## config.mk

```make
export PLATFORM = sky130hd
export DESIGN_NAME = permutation_host
export DESIGN_NICKNAME = d
export VERILOG_FILES = /design/src/rtl/permutation_host.sv
export SDC_FILE = /design/constraint.sdc
export NUM_CORES = 2
export LEC_CHECK = 0
export BUFFER_PORTS_ARGS = -buffer_cell sky130_fd_sc_hd__buf_4
export CORE_ASPECT_RATIO = 0.9
export CORE_UTILIZATION = 50
export DETAILED_ROUTE_END_ITERATION = 6
export PLACE_DENSITY = 0.68
export SYNTH_ARGS = -nofsm -noshare
export SYNTH_HDL_FRONTEND = slang
export SYNTH_SLANG_ARGS = --single-unit
```

## constraint.sdc

```tcl
create_clock -name clk -period 4.29 [get_ports clk]
set_input_delay 0.6435 -clock clk [delete_from_list [all_inputs] [get_ports clk]]
set_output_delay 0.6435 -clock clk [all_outputs]
set_load 0.01 [all_outputs]
```

## src/rtl/permutation_host.sv

```systemverilog
// Host-side responder for the permutation core: buffers one block, feeds the
// core word by word, captures results in place and streams the block back out.
module permutation_host #(
  parameter int WIDTH = 25,
  parameter int WORDS = 64
) (
  input  logic             clk,
  input  logic             rst,
  input  logic             inValid,
  output logic             inReady,
  input  logic [WIDTH-1:0] inData,
  output logic             permStart,
  input  logic             permReady,
  input  logic             permPutInput,
  output logic [WIDTH-1:0] permData,
  input  logic             permOutReady,
  input  logic [WIDTH-1:0] permResult,
  output logic             outValid,
  input  logic             outAccept,
  output logic [WIDTH-1:0] outData,
  output logic             busy,
  output logic             done,
  output logic             error
);

  localparam int PTR_W = $clog2(WORDS);
  localparam logic [PTR_W-1:0] LAST = PTR_W'(WORDS - 1);

  typedef enum logic [1:0] {FILL, LAUNCH, SERVE, DRAIN} state_e;

  state_e           state_q, state_d;
  logic [PTR_W-1:0] wrPtr_q, wrPtr_d;
  logic [PTR_W-1:0] rdPtr_q, rdPtr_d;
  logic [PTR_W-1:0] drPtr_q, drPtr_d;
  logic             firstServe_q, firstServe_d;
  logic             done_q, done_d;
  logic             error_q, error_d;

  logic [WIDTH-1:0] mem_q [WORDS];
  logic             memWe;
  logic [PTR_W-1:0] memAddr;
  logic [WIDTH-1:0] memWdata;

  always_comb begin
    state_d      = state_q;
    wrPtr_d      = wrPtr_q;
    rdPtr_d      = rdPtr_q;
    drPtr_d      = drPtr_q;
    firstServe_d = 1'b0;
    done_d       = 1'b0;
    error_d      = error_q;
    memWe        = 1'b0;
    memAddr      = wrPtr_q;
    memWdata     = inData;
    inReady      = 1'b0;
    permStart    = 1'b0;
    outValid     = 1'b0;

    // Core strobes only make sense while a block is being served.
    if (state_q != SERVE && (permPutInput || permOutReady)) begin
      error_d = 1'b1;
    end

    case (state_q)
      FILL: begin
        inReady = 1'b1;
        if (inValid) begin
          memWe    = 1'b1;
          memAddr  = wrPtr_q;
          memWdata = inData;
          wrPtr_d  = wrPtr_q + 1'b1;
          if (wrPtr_q == LAST) state_d = LAUNCH;
        end
      end
      LAUNCH: begin
        permStart = permReady;
        if (permReady) begin
          state_d      = SERVE;
          firstServe_d = 1'b1;
        end
      end
      SERVE: begin
        // The core may still look idle on the cycle right after start; any later
        // idle means it abandoned the block, so drain what we have.
        if (permReady && !firstServe_q) begin
          error_d = 1'b1;
          state_d = DRAIN;
          rdPtr_d = '0;
        end else if (permOutReady) begin
          memWe    = 1'b1;
          memAddr  = rdPtr_q;
          memWdata = permResult;
          rdPtr_d  = rdPtr_q + 1'b1;
          if (rdPtr_q == LAST) state_d = DRAIN;
        end
      end
      DRAIN: begin
        outValid = 1'b1;
        if (outAccept) begin
          drPtr_d = drPtr_q + 1'b1;
          if (drPtr_q == LAST) begin
            state_d = FILL;
            done_d  = 1'b1;
          end
        end
      end
      default: state_d = FILL;
    endcase
  end

  always_ff @(posedge clk or posedge rst) begin
    if (rst) begin
      state_q      <= FILL;
      wrPtr_q      <= '0;
      rdPtr_q      <= '0;
      drPtr_q      <= '0;
      firstServe_q <= 1'b0;
      done_q       <= 1'b0;
      error_q      <= 1'b0;
    end else begin
      state_q      <= state_d;
      wrPtr_q      <= wrPtr_d;
      rdPtr_q      <= rdPtr_d;
      drPtr_q      <= drPtr_d;
      firstServe_q <= firstServe_d;
      done_q       <= done_d;
      error_q      <= error_d;
    end
  end

  always_ff @(posedge clk) begin
    if (memWe) mem_q[memAddr] <= memWdata;
  end

  assign permData = mem_q[rdPtr_q];
  assign outData  = mem_q[drPtr_q];
  assign busy     = (state_q != FILL);
  assign done     = done_q;
  assign error    = error_q;

endmodule

```

After elaboration in Yosys (flattened, before gate mapping) --
Memories as Yosys holds them, arrays and structs flattened. Cells that the tools add are included. Widths: inputs -> output; s select.
Storage, ports and cells: input bits 57, memories kept 1, RAM bits 1600, flip-flop bits (word level) 23, output and inout bits 56
Memories:
- mem_q | words 64, bits a word 25, rd ports 2, clocked after Yosys merged registers in 0, wr ports 1, RTL line 39 | logic [WIDTH-1:0] mem_q [WORDS];
Cells by class: equal/unequal tests 14, add/subtract/negate cells 3, multiplexer cells 34, reductions and logical operators 11
Operators with widths (count):
- $mux 25 | 3
- $mux 6 | 5
- $add 6x1->6 const B | 3
- $eq 6x6->1 const B | 3
- $mux 1 | 16
- $mux 2 | 8
- $ne 2x2->1 const B | 6
- $pmux 2 s4 | 1
- $reduce_and 7->1 | 1
- $ne 3x3->1 const B | 2
- $reduce_and 2->1 | 3
- $eq 2x2->1 const B | 2
- $reduce_bool 2->1 | 2
- $eq 2x1->1 const B | 1
- $logic_and 1x1->1 | 2
- $logic_not 2->1 | 1
- $pmux 1 s2 | 1
- $logic_not 1->1 | 1
- $logic_or 1x1->1 | 1

Depth between registers and ports, before layout --
depth after elaboration 6, mapped depth 11

Least setup slack after synthesis --
Ideal clock, no wire load.
path type flip-flop to flip-flop, start register state_q[0], end memory mem_q[50][0] (enable), period minus slack after synthesis 4.049 ns, data arrival time 3.605 ns, setup slack 0.241 ns, setup time 0.444 ns, path buffers 2, cell stages (with the launch flop) 8, cell sequence dfrtp_1 -> inv_1 -> ha_1 -> clkbuf_1 -> nand3_1 -> clkbuf_1 -> mux2_2 -> nor3b_1
On the way: longest elaborated chain between the ends 4, elaborated cells between the ends (all ways) 6, those cells by class 1 x eq/ne; 4 x mux; 1 x reduce/logical
Ends and longest elaborated chain:
- start: declaration | RTL line 31 | state_e state_q, state_d;
- start signal: assignment | RTL line 121 | state_q <= state_d;
- $eq 2x2->1 / $logic_not 2->1 (equally long branches) | RTL line 64 | case (state_q)
- $pmux 1 s2 | RTL line 64
- $mux 1 | RTL line 132 | if (memWe) mem_q[memAddr] <= memWdata;
- $mux 1 (implied by the code) | RTL line 132
- end: declaration | RTL line 39
Parallel ways exist; a longest one is shown, timed or not.

Worst setup path in the final report --
start register rdPtr_q[1], end output port permData[11]
On the way: longest elaborated chain between the ends 1
Ends and longest elaborated chain:
- start: declaration | RTL line 33 | logic [PTR_W-1:0] rdPtr_q, rdPtr_d;
- start signal: assignment | RTL line 123 | rdPtr_q <= rdPtr_d;
- $mem_v2 64x25
- end: declaration | RTL line 15 | output logic [WIDTH-1:0] permData,
Every way passes these cells.

==> metrics <==
GPL Wtd Cong=0.9358; hold slack=0.1066 ns; H-Tree Depth=4; wire per inst=38.67 um; number of unique standard cell types used by synthesis=65; CTS max path bufs=3; first-pass GRT wire length=342.5 mm; Sw Share=32.90%; fraction of registers with async set/reset=1.417%; commonest non-fill, non-tap cell in the layout=edfxtp_1; critical path class=flop to primary output; maximum VDD drop=approximately 0.00037 V; setup ws final=-0.03448 ns; final worst path period share=100.8%; Post-synth EDFFs=1600; most frequent cells in the layout=edfxtp_1, mux4_2, buf_4; class of the worst hold path=primary input to async pin; Worst EP required=3.65 ns; hpwl dp=~150 mm; total number of vias=45820; # rows=135; overall power=0.05310 W; r2r worst-path depth=9; share of layout cells above drive strength 1=39.43%; Clock Latency Late Sink=0.82 ns; worst slack at placement=between 0.15 and 0.2 ns; worst rel slew slack=~12%; Port Buffers=112; Leak=27.56 nW; crit path cell chain=buf_12 -> buf_12 -> mux4_2 -> mux2i_1 -> a22oi_1 -> a21oi_1 -> buf_4 -> nor2_2 -> buf_4 -> buf_4; failing checks=setup timing; flops & latches, synth=1623; CP startpoint kind=flop; final wirelength=246.2 mm; Avg Vias per Cell=7.198; Reg power frac=35.2%; core footprint=roughly 150000 um2; RSZ-0062 raised after global routing=false; top cells by area, synth=edfxtp_1, mux4_2, mux2i_1; vias in the first global route=44980; largest net degree at the start of global routing=65; sequential fraction of the synthesis area=a little under two thirds; crit path capture type=primary output; fin cells=6366; Multi-input gate area=between 20000 and 30000 um2; delay-heaviest family, CP=buffers and inverters; Post-DRT Antenna Nets=0; gr usage total=32.30%; clock power share=a little over a quarter; DR DRC count=0; effective utilization at floorplan=between 50% and 60%; clk slew on worst S/H paths=0.07 ns; FF+latch area=48660 um2; WP data arrival=3.68 ns; die width=413.0 um; Die ar.=153600 um2; final setup violation count=4; Final Hold Viols=0; clk_skew=0.04148 ns; total grt overflow=0; initial antenna violation count=8; Synth Instances=3888; worst slew pin tran=1.311 ns; fin area=88110 um2; CP peak stage delay=0.61 ns; CP Max Fanout=29; CTS Hold Buffers Added=0; total number of yosys warnings=0; CTS tree=yes; Max Cap Viol=0; Synth area leader=edfxtp_1; Synth Area per Inst=19.55 um2; CTS Buf Count=163; Sink Count=1623; Slew Viols, Final=0; Logic pwr share=38.6%; Die Ht=around 370 um; Fmax=231.2 MHz; placed cell count=between 6000 and 7000; P_int=0.03563 W; Top cell by count, worst path=buf_4; P&R area growth vs syn=15.94%; Final nets=4320; fillers=between 10000 and 15000; IO Pins=113; placed cell area=81920 um2; Root Buffer=clkbuf_16; outcome=finished with violations; CP max stage cell=dfrtp_4; post-synth top area share=63.22%; WP buf/inv=5; NetSw=0.01747 W; Detailed Routing Iterations Pass 1=6; Pwr Density=602.7 nW/um2; cell area after synthesis=76000 um2; Syn Nets=3953; Tmin final=4.324 ns; main flop type after synthesis=edfxtp_1; WP depth=10; DR iter-0 viols=between 7000 and 8000
## worst paths after layout
kind,from,to,slack (ns)
worst max-delay path,rdPtr_q[1],permData[11],-0.03
worst min-delay path,rst,error,0.11
worst max register to register,state_q[0],mem_q[32][3],0.51
worst min register to register,error,error,0.47
max in group asynchronous,rst,drPtr_q[3],3.35
min in group clk,permReady,firstServe_q,0.13
## final cells by class
class,count,area share (%)
inverters,10,0.06390
well taps,1986,2.820
repair buffers,506,5.856
flip-flops and latches,1623,55.23
multi-input cells,1951,30.23
diodes,5,0.01420
clock inverters,72,0.7810
clock buffers,213,5.011
## logic make-up (layout without fill, tap and decap cells)
kind of cell / count (synthesis) / after routing / synth area share, %
xor gates and xnor gates: 11 / 11 / 0.1268
AOI/OAI and AO/OA: 379 / 379 / 3.459
adders and majority gates: 8 / 8 / 0.1317
buffers and inverters: 314 / 801 / 2.040
DFF: 1623 / 1623 / 63.98
other: 0 / 5 / 0
muxes: 1060 / 1060 / 27.46
and+or+nand+nor: 493 / 493 / 2.800
## metal layers
metal / vias to the layer above / GRT usage [%] / wire (um)
met5: - / 1.223 / 342
met3: 616 / 11.25 / 36460
met4: 16 / 13.03 / 11040
met1: 24130 / 45.23 / 89970
met2: 3595 / 46.36 / 108400
li1: 17460 / - / -
## what timing repair did
action	in CTS	in global routing
gates resized for setup	68	32
setup buffers	19	16
endpoints found under the setup margin	50	39
pin swaps	0	1
gates cloned	5	4
## sequential cells by signal (all words and copies together), names as in the netlist
signal / flops
mem_q: 1600
drPtr_q: 6
rdPtr_q: 6
wrPtr_q: 6
state_q: 2
done: 1
error: 1
firstServe_q: 1
## power by group through the flow
stage / combinational (W) / sequential (W) / clock [W]
after detailed placement: 0.0188 / 0.0193 / 0
after global placement: 0.0187 / 0.0192 / 0
after global routing: 0.0213 / 0.0187 / 0.0146
after CTS: 0.0197 / 0.0188 / 0.0140
final: 0.0205 / 0.0187 / 0.0139
after floorplan: 0.0123 / 0.0189 / 0
## stage by stage
step,setup TNS (ns),utilization [%]
floorplan,0,-
global placement,0,54.37
detailed placement,0,54.37
CTS,-0.03498,58.21
global route,0,58.47
finish,-0.04992,58.48
## cell usage after synthesis (7+ instances only)
| cell type | n |
|---|---|
| edfxtp_1 | 1600 |
| mux4_2 | 818 |
| nand2_1 | 230 |
| mux2i_1 | 220 |
| nor2_1 | 136 |
| clkbuf_1 | 110 |
| buf_2 | 108 |
| o21ai_0 | 86 |
| a21oi_1 | 59 |
| buf_4 | 47 |
| a22oi_1 | 45 |
| nand3_1 | 41 |
| a221oi_1 | 37 |
| buf_1 | 31 |
| dfrtp_1 | 23 |
| o221ai_1 | 23 |
| mux2_2 | 22 |
| o31ai_1 | 22 |
| nor2b_1 | 18 |
| a211oi_1 | 16 |
| nand2b_1 | 16 |
| o22ai_1 | 15 |
| and2_1 | 14 |
| a32oi_1 | 12 |
| o2111ai_1 | 10 |
| o211ai_1 | 10 |
| buf_6 | 8 |
| ha_1 | 8 |
| inv_1 | 8 |
| xnor2_1 | 8 |
| o2bb2ai_1 | 7 |
Note: power is estimated with default switching activity, not from simulation.
